[src/rtl/spike_pulse_gen.sv]
`default_nettype none
// ============================================================================
// spike_pulse_gen : pairs an asynchronous spike strobe with a synchronous
//                   neuron index and emits it as a pulse plus refractory time.
// Revision        : 1.0
// ============================================================================
module spike_pulse_gen #(
  parameter int P_N         = 8,
  parameter int P_WINDOW    = 3,
  parameter int P_PULSE_LEN = 1,
  parameter int P_REFRACT   = 2,
  parameter int P_CNT_W     = 8
) (
  input  logic               i_clk,
  input  logic               i_rst,
  input  logic               i_spike,
  input  logic [P_N:1]       i_index,
  output logic [P_N:1]       o_spike,
  output logic               o_valid,
  output logic               o_busy,
  output logic [P_CNT_W-1:0] o_drop_cnt
);

  localparam int C_MAX_A = (P_WINDOW > P_PULSE_LEN) ? P_WINDOW : P_PULSE_LEN;
  localparam int C_MAX   = (C_MAX_A > P_REFRACT) ? C_MAX_A : P_REFRACT;
  localparam int C_CW    = (C_MAX > 1) ? $clog2(C_MAX) : 1;

  localparam logic [C_CW-1:0]    C_WIN_LAST   = C_CW'(P_WINDOW - 1);
  localparam logic [C_CW-1:0]    C_PULSE_LAST = C_CW'(P_PULSE_LEN - 1);
  localparam logic [C_CW-1:0]    C_REFR_LAST  = C_CW'((P_REFRACT > 0) ? P_REFRACT - 1 : 0);
  localparam logic [C_CW-1:0]    C_CNT_ONE    = C_CW'(1);
  localparam logic [P_CNT_W-1:0] C_DROP_ONE   = P_CNT_W'(1);

  localparam logic [1:0] S_IDLE    = 2'd0;
  localparam logic [1:0] S_ARMED   = 2'd1;
  localparam logic [1:0] S_FIRE    = 2'd2;
  localparam logic [1:0] S_REFRACT = 2'd3;

  logic [1:0]         state_q, state_d;
  logic [P_N:1]       idx_q, idx_d;
  logic [C_CW-1:0]    cnt_q, cnt_d;
  logic [P_CNT_W-1:0] drop_q, drop_d;
  logic               s1_q, s1_d, s2_q, s2_d, s3_q, s3_d;
  logic               w_evt;
  logic               w_index_nz;
  logic               w_drop_inc;

  assign w_evt      = s2_q & ~s3_q;
  assign w_index_nz = |i_index;

  always_comb begin
    s1_d       = i_spike;
    s2_d       = s1_q;
    s3_d       = s2_q;
    state_d    = state_q;
    idx_d      = idx_q;
    cnt_d      = cnt_q;
    w_drop_inc = 1'b0;

    case (state_q)
      S_IDLE: begin
        if (w_evt) begin
          cnt_d = '0;
          if (w_index_nz) begin
            idx_d   = i_index;
            state_d = S_FIRE;
          end else begin
            state_d = S_ARMED;
          end
        end
      end
      S_ARMED: begin
        // A late index beats both the timeout and a re-strobe on the same edge.
        if (w_index_nz) begin
          idx_d   = i_index;
          cnt_d   = '0;
          state_d = S_FIRE;
        end else if (w_evt) begin
          cnt_d = '0;
        end else if (cnt_q == C_WIN_LAST) begin
          state_d    = S_IDLE;
          w_drop_inc = 1'b1;
        end else begin
          cnt_d = cnt_q + C_CNT_ONE;
        end
      end
      S_FIRE: begin
        w_drop_inc = w_evt;
        if (cnt_q == C_PULSE_LAST) begin
          cnt_d   = '0;
          state_d = (P_REFRACT > 0) ? S_REFRACT : S_IDLE;
        end else begin
          cnt_d = cnt_q + C_CNT_ONE;
        end
      end
      S_REFRACT: begin
        w_drop_inc = w_evt;
        if (cnt_q == C_REFR_LAST) begin
          cnt_d   = '0;
          state_d = S_IDLE;
        end else begin
          cnt_d = cnt_q + C_CNT_ONE;
        end
      end
      default: state_d = S_IDLE;
    endcase

    drop_d = (w_drop_inc && (drop_q != '1)) ? drop_q + C_DROP_ONE : drop_q;
  end

  always_ff @(posedge i_clk) begin
    if (i_rst) begin
      state_q <= S_IDLE;
      idx_q   <= '0;
      cnt_q   <= '0;
      drop_q  <= '0;
      s1_q    <= 1'b0;
      s2_q    <= 1'b0;
      s3_q    <= 1'b0;
    end else begin
      state_q <= state_d;
      idx_q   <= idx_d;
      cnt_q   <= cnt_d;
      drop_q  <= drop_d;
      s1_q    <= s1_d;
      s2_q    <= s2_d;
      s3_q    <= s3_d;
    end
  end

  assign o_spike    = (state_q == S_FIRE) ? idx_q : '0;
  assign o_valid    = (state_q == S_FIRE) && (cnt_q == '0);
  assign o_busy     = (state_q != S_IDLE);
  assign o_drop_cnt = drop_q;

endmodule
`default_nettype wire

[config.mk]
export PLATFORM = sky130hd
export DESIGN_NAME = spike_pulse_gen
export DESIGN_NICKNAME = d
export VERILOG_FILES = /design/src/rtl/spike_pulse_gen.sv
export SDC_FILE = /design/constraint.sdc
export NUM_CORES = 1
export LEC_CHECK = 0
export ABC_AREA = 1
export ABC_CLOCK_PERIOD_IN_PS = 3600
export BUFFER_PORTS_ARGS = -buffer_cell sky130_fd_sc_hd__buf_4
export CELL_PAD_IN_SITES_DETAIL_PLACEMENT = 0
export CELL_PAD_IN_SITES_GLOBAL_PLACEMENT = 1
export CORE_UTILIZATION = 35
export DETAILED_ROUTE_END_ITERATION = 12
export PLACE_DENSITY = 0.86
export REMOVE_ABC_BUFFERS = 1
export SLEW_MARGIN = 20
export SYNTH_ARGS = -nofsm -noshare
export SYNTH_HDL_FRONTEND = slang
export SYNTH_SLANG_ARGS = --single-unit
[constraint.sdc]
create_clock -name i_clk -period 3.6 [get_ports i_clk]
set_input_delay 0.18 -clock i_clk [delete_from_list [all_inputs] [get_ports i_clk]]
set_output_delay 0.18 -clock i_clk [all_outputs]
set_load 0.05 [all_outputs]
# Yosys cells after proc, flatten, opt, wreduce, memory -nomap -nowiden
# Index checks and enable logic that the tools add are counted.
# classes
add_sub_neg	2
muxes	23
bitwise_logic	2
eq_ne	12
n_reduce_logical	11
# ops
op	count
$mux W2	13
$mux W8	3
$pmux W2 S4	2
$pmux W8 S2	1
$add A8 B1 Y8 const B	1
$ne A8 B8 Y1 const B	1
$reduce_or A8 Y1	1
$eq A2 B2 Y1 const B	3
$ne A2 B2 Y1 const B	3
$ne A3 B3 Y1 const B	2
$reduce_and A5 Y1	1
$eq A2 B1 Y1 const B	2
$logic_not A2 Y1	2
$ne A4 B4 Y1 const B	1
$reduce_and A2 Y1	2
$reduce_bool A2 Y1	2
$mux W1	3
$add A2 B1 Y2 const B	1
$logic_and A1 B1 Y1	2
$pmux W1 S2	1
$reduce_or A2 Y1	1
$and A1 B1 Y1	1
$not A1 Y1	1
# word_totals
ff_bits	23
in_bits	11
out_inout_bits	18

# Longest topological paths before layout
# Gate-level depths: netlist of run 1.
# depth
ltp_word	6
mapped_depth	10
mapped_depth_nobuf	10

# Worst setup path before layout of run 1
# OpenSTA, ideal clock, no wires.
# synth_timing
kind	flip-flop to flip-flop
start	register drop_q[0], in the netlist o_drop_cnt[0]
end	register drop_q[5], in the netlist o_drop_cnt[5]
stages_incl_launch_ff	8
setup_slack_ns	1.877
n_path_buf	0
period_less_slack_ns	1.723
t_required_ns	3.529
t_arrival_ns	1.653
path_cell_list	dfxtp_1 > ha_1 > nand2_1 > nor2_2 > nand2_2 > nand2_1 > nand2_1 > a21oi_1
# synth_between
elab_chain_cells	2
# synth_rtl
item	line	source
start: declaration	42	logic [P_CNT_W-1:0] drop_q, drop_d;
start signal: assignment	124	drop_q <= drop_d;
parallel branches: the longest is 2 deep, another holds $add A8 B1 Y8	n/a	
# Several ways; the timed one is not identified.
# A chain may end at the register's enable or synchronous reset.

# Worst setup path in the final report of run 1
# layout_timing
start	register state_q[1]
end	output port o_spike[3] in the netlist's numbering
# layout_between
elab_chain_cells	2
# layout_rtl
item	line	source
start: declaration	39	logic [1:0] state_q, state_d;
start signal: assignment	121	state_q <= state_d;
$eq A2 B2 Y1	131	assign o_spike = (state_q == S_FIRE) ? idx_q : '0;
$mux W8	131	
end: declaration	18	output logic [P_N:1] o_spike,
# Every way passes these cells.

==> impl_metrics.yaml, run 1 <==
drt:
  drt-vias-per-instance: 4.662
  drt_iter0_markers: 36
  drt_wl_total_mm: 2.606
  drc_errors: 0
  wire_per_inst_um: 9.909
  dr.pass1.iters: 4
  dr_total_vias: 1226
  antenna_left: 0
finish:
  num-nets-final: 233
  num_antenna_cells: 0
  drive_gt1_share_pct: 21.20
  areaGrowthSynthToFinish_pct: 19.94
  fin_util_pct: 44.85
  instances_no_fill: 263
synthesis:
  netlist_area_um2: 1267
  synth_seq_area_share_pct: 36.33
  avgSynthCellArea_um2: 6.636
  yosysUniqueCellTypes: 23
  yosysWarnings: 0
  synthCells: 191
  ys_ff_latch: 23
flow_run:
  cap_violations: 0
global_routing:
  grt_overflow_total: 0
  grt_pass1_vias: 1044
  grtUsageMet2_pct: 23.76
  grt_util_met3_pct: 3.860
  grt_max_degree: 17
  grtUsageTotal_pct: 14.30
  grt_antenna_before_repair: 0
  use_met1_pct: 17.95
  grt_pass1_wl_mm: 4.457
  busiest_layer: "met2"
pwr:
  power.net_switching_w: 0.0003467
  p_clk_share_pct: 15.7
  comb_power_share_pct: 43.0
  power_w: 0.0007832
  seqPwrFrac_pct: 41.3
  p_leak_nw: 0.6650
  powerDensity_nw_per_um2: 515.2
  switching_share_pct: 44.26
  intPower_w: 0.0004365
  peakVddDrop_uv: 298.1
timing:
  finalSetupViolCount: 0
  hold_violations: 0
  fin_crit_ns: 1.751
  rsz0062_at_grt: "no"
  worstMarginPinSlew_ns: 0.5456
  clock_skew_ns: 0.002585
  holdWs_ns: 0.05180
  slew_headroom_pct: 63.62
  fmax_mhz: 571.1
  fin_tns_setup_ns: 0
  fin_crit_sh_pct: 48.64
  drv_slew: 0
floorplanning:
  die_w_um: 62.18
  rows: 21
  core_um2: 3390
  die_y_um: 62.18
  start_util_pct: 37.39
  die_area_um2: 3866
  ioPinCount: 29
setup_path:
  worstSetupPathType: "reg2out"
  reg2reg_depth: 9
  crit_path_end_kind: "output pin"
  rrSetupSlack_ns: 2.01
  startpoint_type: "flip-flop"
  crit_path_max_fanout: 12
  cp_data_arrival_time_ns: 1.57
  reg2reg_to: "o_drop_cnt[1]$_SDFFE_PP0P_"
  required_ns: 3.42
  r2r_start: "cnt_q[0]$_SDFFE_PP0P_"
hold_path:
  hold_start: "i_spike"
  hold_depth: 3
  hp-class: "in2reg"
  min_to: "s1_q$_SDFF_PP0_"
placement:
  dp_hpwl_mm: 1.921
  portBuffers: 28
  routabilityCongestion: 0.8093
  post-place-cells: 259
clock_tree:
  htreeDepth: 1
  cts_root_buf: "clkbuf_4"
  postCtsSetupBuffers: 0
  cts_resized: 0
  hold_buffers: 0
  clockBufferDepth: 2
  cts_tree: "done"
  cts_made_buffers: 3
  clock_latency_ns: 0.32
  cts_num_sinks: 23
  clk_pin_slew_worst_paths_ns: 0.13
status:
  outcome: "completed"
-- metal layers --
| layer | up-vias | share of wire, % | wire [µm] |
|---|---|---|---|
| met5 | - | 0 | 0 |
| met4 | 0 | 0.31 | 8 |
| met3 | 2 | 3.8 | 98 |
| met2 | 21 | 45 | 1172 |
| met1 | 551 | 51 | 1326 |
| li1 | 652 | - | - |
-- registers in the layout (all words and copies together) (netlist names) --
| signal | flops |
|---|---|
| cnt_q | 2 |
| o_drop_cnt | 8 |
| idx_q | 8 |
| s3_q | 1 |
| s2_q | 1 |
| state_q | 2 |
| s1_q | 1 |
-- power by group through the flow --
stage                     registers, W  clock network, W  logic [W]
after floorplan               0.000327                 0   0.000249
after global placement        0.000328                 0   0.000341
after detailed placement      0.000330                 0   0.000337
after CTS                     0.000323          0.000129   0.000338
after global routing          0.000329          0.000140   0.000377
final                         0.000323          0.000123   0.000337
-- layout make-up --
cell class	count	area, µm²
clock buffers	3	22.52
clock inverters	1	5.005
fillers	368	1869
inverters	29	110.1
multi-input cells	133	654.4
flip-flops and latches	23	460.4
well taps	46	57.56
repair buffers	28	210.2
-- synth_stat cells --
cell | count | area share [%]
buf_4 | 1 | 0.59
xor2_1 | 1 | 0.69
inv_1 | 27 | 8.0
clkbuf_1 | 2 | 0.59
buf_2 | 1 | 0.39
ha_1 | 4 | 3.9
clkinv_2 | 1 | 0.39
nand2_1 | 37 | 11
inv_2 | 1 | 0.30
o21ai_1 | 1 | 0.39
nand4_1 | 1 | 0.49
o21ai_2 | 1 | 0.69
dfxtp_1 | 23 | 36
nor2_2 | 4 | 2.0
nand3_1 | 16 | 6.3
nand2_2 | 5 | 2.5
buf_6 | 2 | 1.8
a21oi_2 | 1 | 0.69
nor2_4 | 1 | 0.89
o21ai_0 | 13 | 5.1
nor2_1 | 26 | 7.7
nand3b_1 | 3 | 1.8
a21oi_1 | 19 | 7.5
-- cells by family after synthesis --
family                     after synthesis  share of synthesized area (%)
and+or+nand+nor                         93                          32.58
xor gates and xnor gates                 1                         0.6911
buffers and inverters                   35                          12.04
DFF                                     23                          36.33
adders and majority gates                4                          3.949
AOI/OAI and AO/OA                       35                          14.41
-- placed cells by master (no fill, tap or decap), drive strengths merged --
cell type and n:
nand2 42, nor2 31, buf 28, inv 28
dfxtp 23, a21oi 20, nand3 16, o21ai 15
ha 4, nand3b 3, clkbuf 3, clkinv 2
xor2 1, nand4 1
-- stage by stage --
step | area [µm²] | worst slack [ns]
2_1_floorplan | 1225 | 1.878
3_3_place_gp | 1493 | 2.002
3_5_place_dp | 1493 | 2.029
4_1_cts | 1520 | 1.849
5_1_grt | 1520 | 1.666
6_report | 1520 | 1.849
-- how the worst max path moves through the flow --
stage | from | to | slack [ns] | cells past startpoint
finish | state_q[1]$_SDFFE_PP0P_ | o_spike[3] | 1.85 | 3
global route | state_q[1]$_SDFFE_PP0P_ | o_spike[2] | 1.67 | 3
CTS | state_q[1]$_SDFFE_PP0P_ | o_spike[2] | 1.85 | 3
detailed placement | cnt_q[0]$_SDFFE_PP0P_ | o_drop_cnt[6]$_SDFFE_PP0P_ | 2.03 | 9
global placement | cnt_q[0]$_SDFFE_PP0P_ | o_drop_cnt[1]$_SDFFE_PP0P_ | 2.00 | 9
floorplan | o_drop_cnt[0]$_SDFFE_PP0P_ | o_drop_cnt[5]$_SDFFE_PP0P_ | 1.88 | 7
-- critical path, cell delays in order, from the launching register on --
cell and delay (ns):
dfxtp_1 0.54, nand2_1 0.31, nor2_1 0.19, buf_4 0.22
No activity file was read; power rests on OpenSTA's default activity.
==> run 2: changes to the inputs <==
--- a/config.mk
+++ b/config.mk
@@ -6,13 +6,13 @@
 export NUM_CORES = 1
 export LEC_CHECK = 0
 export ABC_AREA = 1
-export ABC_CLOCK_PERIOD_IN_PS = 3600
+export ABC_CLOCK_PERIOD_IN_PS = 1550
 export BUFFER_PORTS_ARGS = -buffer_cell sky130_fd_sc_hd__buf_4
 export CELL_PAD_IN_SITES_DETAIL_PLACEMENT = 0
 export CELL_PAD_IN_SITES_GLOBAL_PLACEMENT = 1
-export CORE_UTILIZATION = 35
+export CORE_UTILIZATION = 33
 export DETAILED_ROUTE_END_ITERATION = 12
-export PLACE_DENSITY = 0.86
+export PLACE_DENSITY = 0.85
 export REMOVE_ABC_BUFFERS = 1
 export SLEW_MARGIN = 20
 export SYNTH_ARGS = -nofsm -noshare
==> constraint.sdc (replaced) <==
create_clock -name i_clk -period 1.55 [get_ports i_clk]
set_input_delay 0.0775 -clock i_clk [delete_from_list [all_inputs] [get_ports i_clk]]
set_output_delay 0.0775 -clock i_clk [all_outputs]
set_load 0.05 [all_outputs]
==> run 2 against run 1 <==
- cell count grew 4.6%
- sequential power increased by 130%
- worst setup slack worse by 1.7 ns
- routed wire length up 8.4%
==> impl_metrics.yaml, run 2 (same netlist as run 1, synthesis figures left out) <==
status:
  outcome: "completed"
finish:
  num-nets-final: 243
  drive_gt1_share_pct: 26.43
  num-fill-cells: 403
  areaGrowthSynthToFinish_pct: 28.92
  layout_commonest_cell: "buf_4"
  num_antenna_cells: 0
  final_area_um2: 1634
  instances_no_fill: 275
  final_cell_mix: "37 x buf_4, 35 x nand2_1, 27 x inv_1"
  multi_input_area_um2: 678.2
  regArea_um2: 461.7
drt:
  dr_total_vias: 1261
  drt-vias-per-instance: 4.585
  wire_per_inst_um: 10.27
  dr.pass1.iters: 4
  antenna_left: 0
  drt_iter0_markers: 53
  drc_errors: 0
  drt_wl_total_mm: 2.825
timing:
  fin_tns_setup_ns: 0
  fin_crit_ns: 1.416
  setup_slack_ns: 0.1340
  clock_skew_ns: 0.007111
  finalSetupViolCount: 0
  rsz0062_at_grt: "no"
  drv_slew: 0
  hold_violations: 0
  fin_crit_sh_pct: 91.35
  slew_headroom_pct: 63.91
  worstMarginPinSlew_ns: 0.5414
  fmax_mhz: 706.2
setup_path:
  rrSetupSlack_ns: 0.13
  crit_path_max_fanout: 6
  path_buf_inv: 1
  startpoint_type: "flip-flop"
  reg2reg_depth: 9
  slowest_delay_ns: 0.35
  reg2reg_to: "o_drop_cnt[3]$_SDFFE_PP0P_"
  required_ns: 1.71
  cp_data_arrival_time_ns: 1.58
  worstSetupPathType: "reg2reg"
  r2r_start: "cnt_q[0]$_SDFFE_PP0P_"
  cp_top_family: "simple AND/OR/NAND/NOR gates"
  crit_slowest_cell: "dfxtp_2"
  cp_cell_sequence: "inv_1 -> ha_2 -> nand2_1 -> nor2_2 -> nand2_2 -> nand2_4 -> nand2_2 -> nand2_1 -> a21oi_1"
  crit_path_end_kind: "flip-flop"
clock_tree:
  cts_tree: "done"
  htreeDepth: 1
  clk_pin_slew_worst_paths_ns: 0.09
  cts_num_sinks: 23
  cts_root_buf: "clkbuf_8"
  clockBufferDepth: 2
  cts_made_buffers: 3
  postCtsSetupBuffers: 0
  hold_buffers: 0
  clock_latency_ns: 0.26
floorplanning:
  die_area_um2: 4093
  start_util_pct: 34.62
  ioPinCount: 29
  rows: 22
  core_um2: 3661
  die_y_um: 63.98
  die_w_um: 63.98
hold_path:
  hold_start: "i_spike"
  hp-class: "in2reg"
  hold_depth: 3
  min_to: "s1_q$_SDFF_PP0_"
placement:
  placed_cell_area_um2: 1563
  pre_cts_slack_ns: 0.001513
  routabilityCongestion: 0.8100
  portBuffers: 28
  post-place-cells: 270
  dp_hpwl_mm: 2.069
pwr:
  powerDensity_nw_per_um2: 1197
  peakVddDrop_uv: 466.4
  power_w: 0.001957
  p_leak_nw: 0.7282
global_routing:
  grt_pass1_vias: 1070
  grtUsageTotal_pct: 14.49
  grt_pass1_wl_mm: 4.623
  grt_overflow_total: 0
  grt_max_degree: 17
  grt_antenna_before_repair: 0
flow_run:
  cap_violations: 0
## run 2: cell types whose count changed in the layout (fill, tap and decap cells not counted)
cell      before  now
nor2_4         1    2
dfxtp_2        0    1
nand2_1       37   35
clkbuf_8       0    3
nand2_4        0    1
ha_2           0    1
clkbuf_4       3    0
dfxtp_1       23   22
ha_1           4    3
nand2_2        5    7
buf_4         28   37
nor2_2         4    3
## run 2: cell type report
type                    instances  area share [%]
clock inverters                 1          0.3063
well taps                      48           3.675
flip-flops and latches         23           28.25
repair buffers                 37           17.00
inverters                      29           6.738
multi-input cells             134           41.50
clock buffers                   3           2.527
## run 2: how the worst max path moves through the flow
| stage | start | end | slack (ns) | depth (start not counted) |
|---|---|---|---|---|
| floorplan | o_drop_cnt[0]$_SDFFE_PP0P_ | o_drop_cnt[5]$_SDFFE_PP0P_ | -0.17 | 7 |
| global placement | cnt_q[0]$_SDFFE_PP0P_ | o_drop_cnt[0]$_SDFFE_PP0P_ | 0.06 | 9 |
| detailed placement | cnt_q[0]$_SDFFE_PP0P_ | o_drop_cnt[6]$_SDFFE_PP0P_ | 0.002 | 9 |
| CTS | cnt_q[0]$_SDFFE_PP0P_ | o_drop_cnt[6]$_SDFFE_PP0P_ | 0.05 | 9 |
| global route | cnt_q[0]$_SDFFE_PP0P_ | o_drop_cnt[6]$_SDFFE_PP0P_ | 0.006 | 9 |
| finish | cnt_q[0]$_SDFFE_PP0P_ | o_drop_cnt[3]$_SDFFE_PP0P_ | 0.13 | 9 |
## run 2: report_power, final
group / internal [W] / switching [W] / total [W]
logic: 0.000264 / 0.000582 / 0.000846
clock network: 0.000179 / 0.000190 / 0.000369
registers: 0.000685 / 0.0000562 / 0.000742
## run 2: routing by layer
metal | global-route usage (%) | up-vias | part of all wire (%)
met5 | 0 | - | 0
met4 | 6.818 | 0 | 1.3
met3 | 2.321 | 2 | 2.1
met2 | 22.74 | 14 | 45
met1 | 19.23 | 570 | 52
li1 | - | 675 | -
## run 2: timing repair
action | 4_1_cts | 5_1_grt
setup endpoints to repair | 6 | 8
gates cloned | 0 | 1
gates resized for setup | 1 | 5
pin swaps | 0 | 1
## run 2: stage by stage
| stage | hold WS [ns] | utilization (%) |
|---|---|---|
| 6_report | 0.01664 | 44.63 |
| 5_1_grt | 0.04248 | 44.63 |
| 4_1_cts | 0.01423 | 44.02 |
| 3_5_place_dp | 0.2860 | 42.69 |
| 3_3_place_gp | 0.2792 | 42.69 |
| 2_1_floorplan | 0.1466 | - |
## run 2: tightest hold or removal path: cells and delay by family
kind	cells	cell delay [ns]
buffers and inverters	2	0.10
and+or+nand+nor	1	0.06
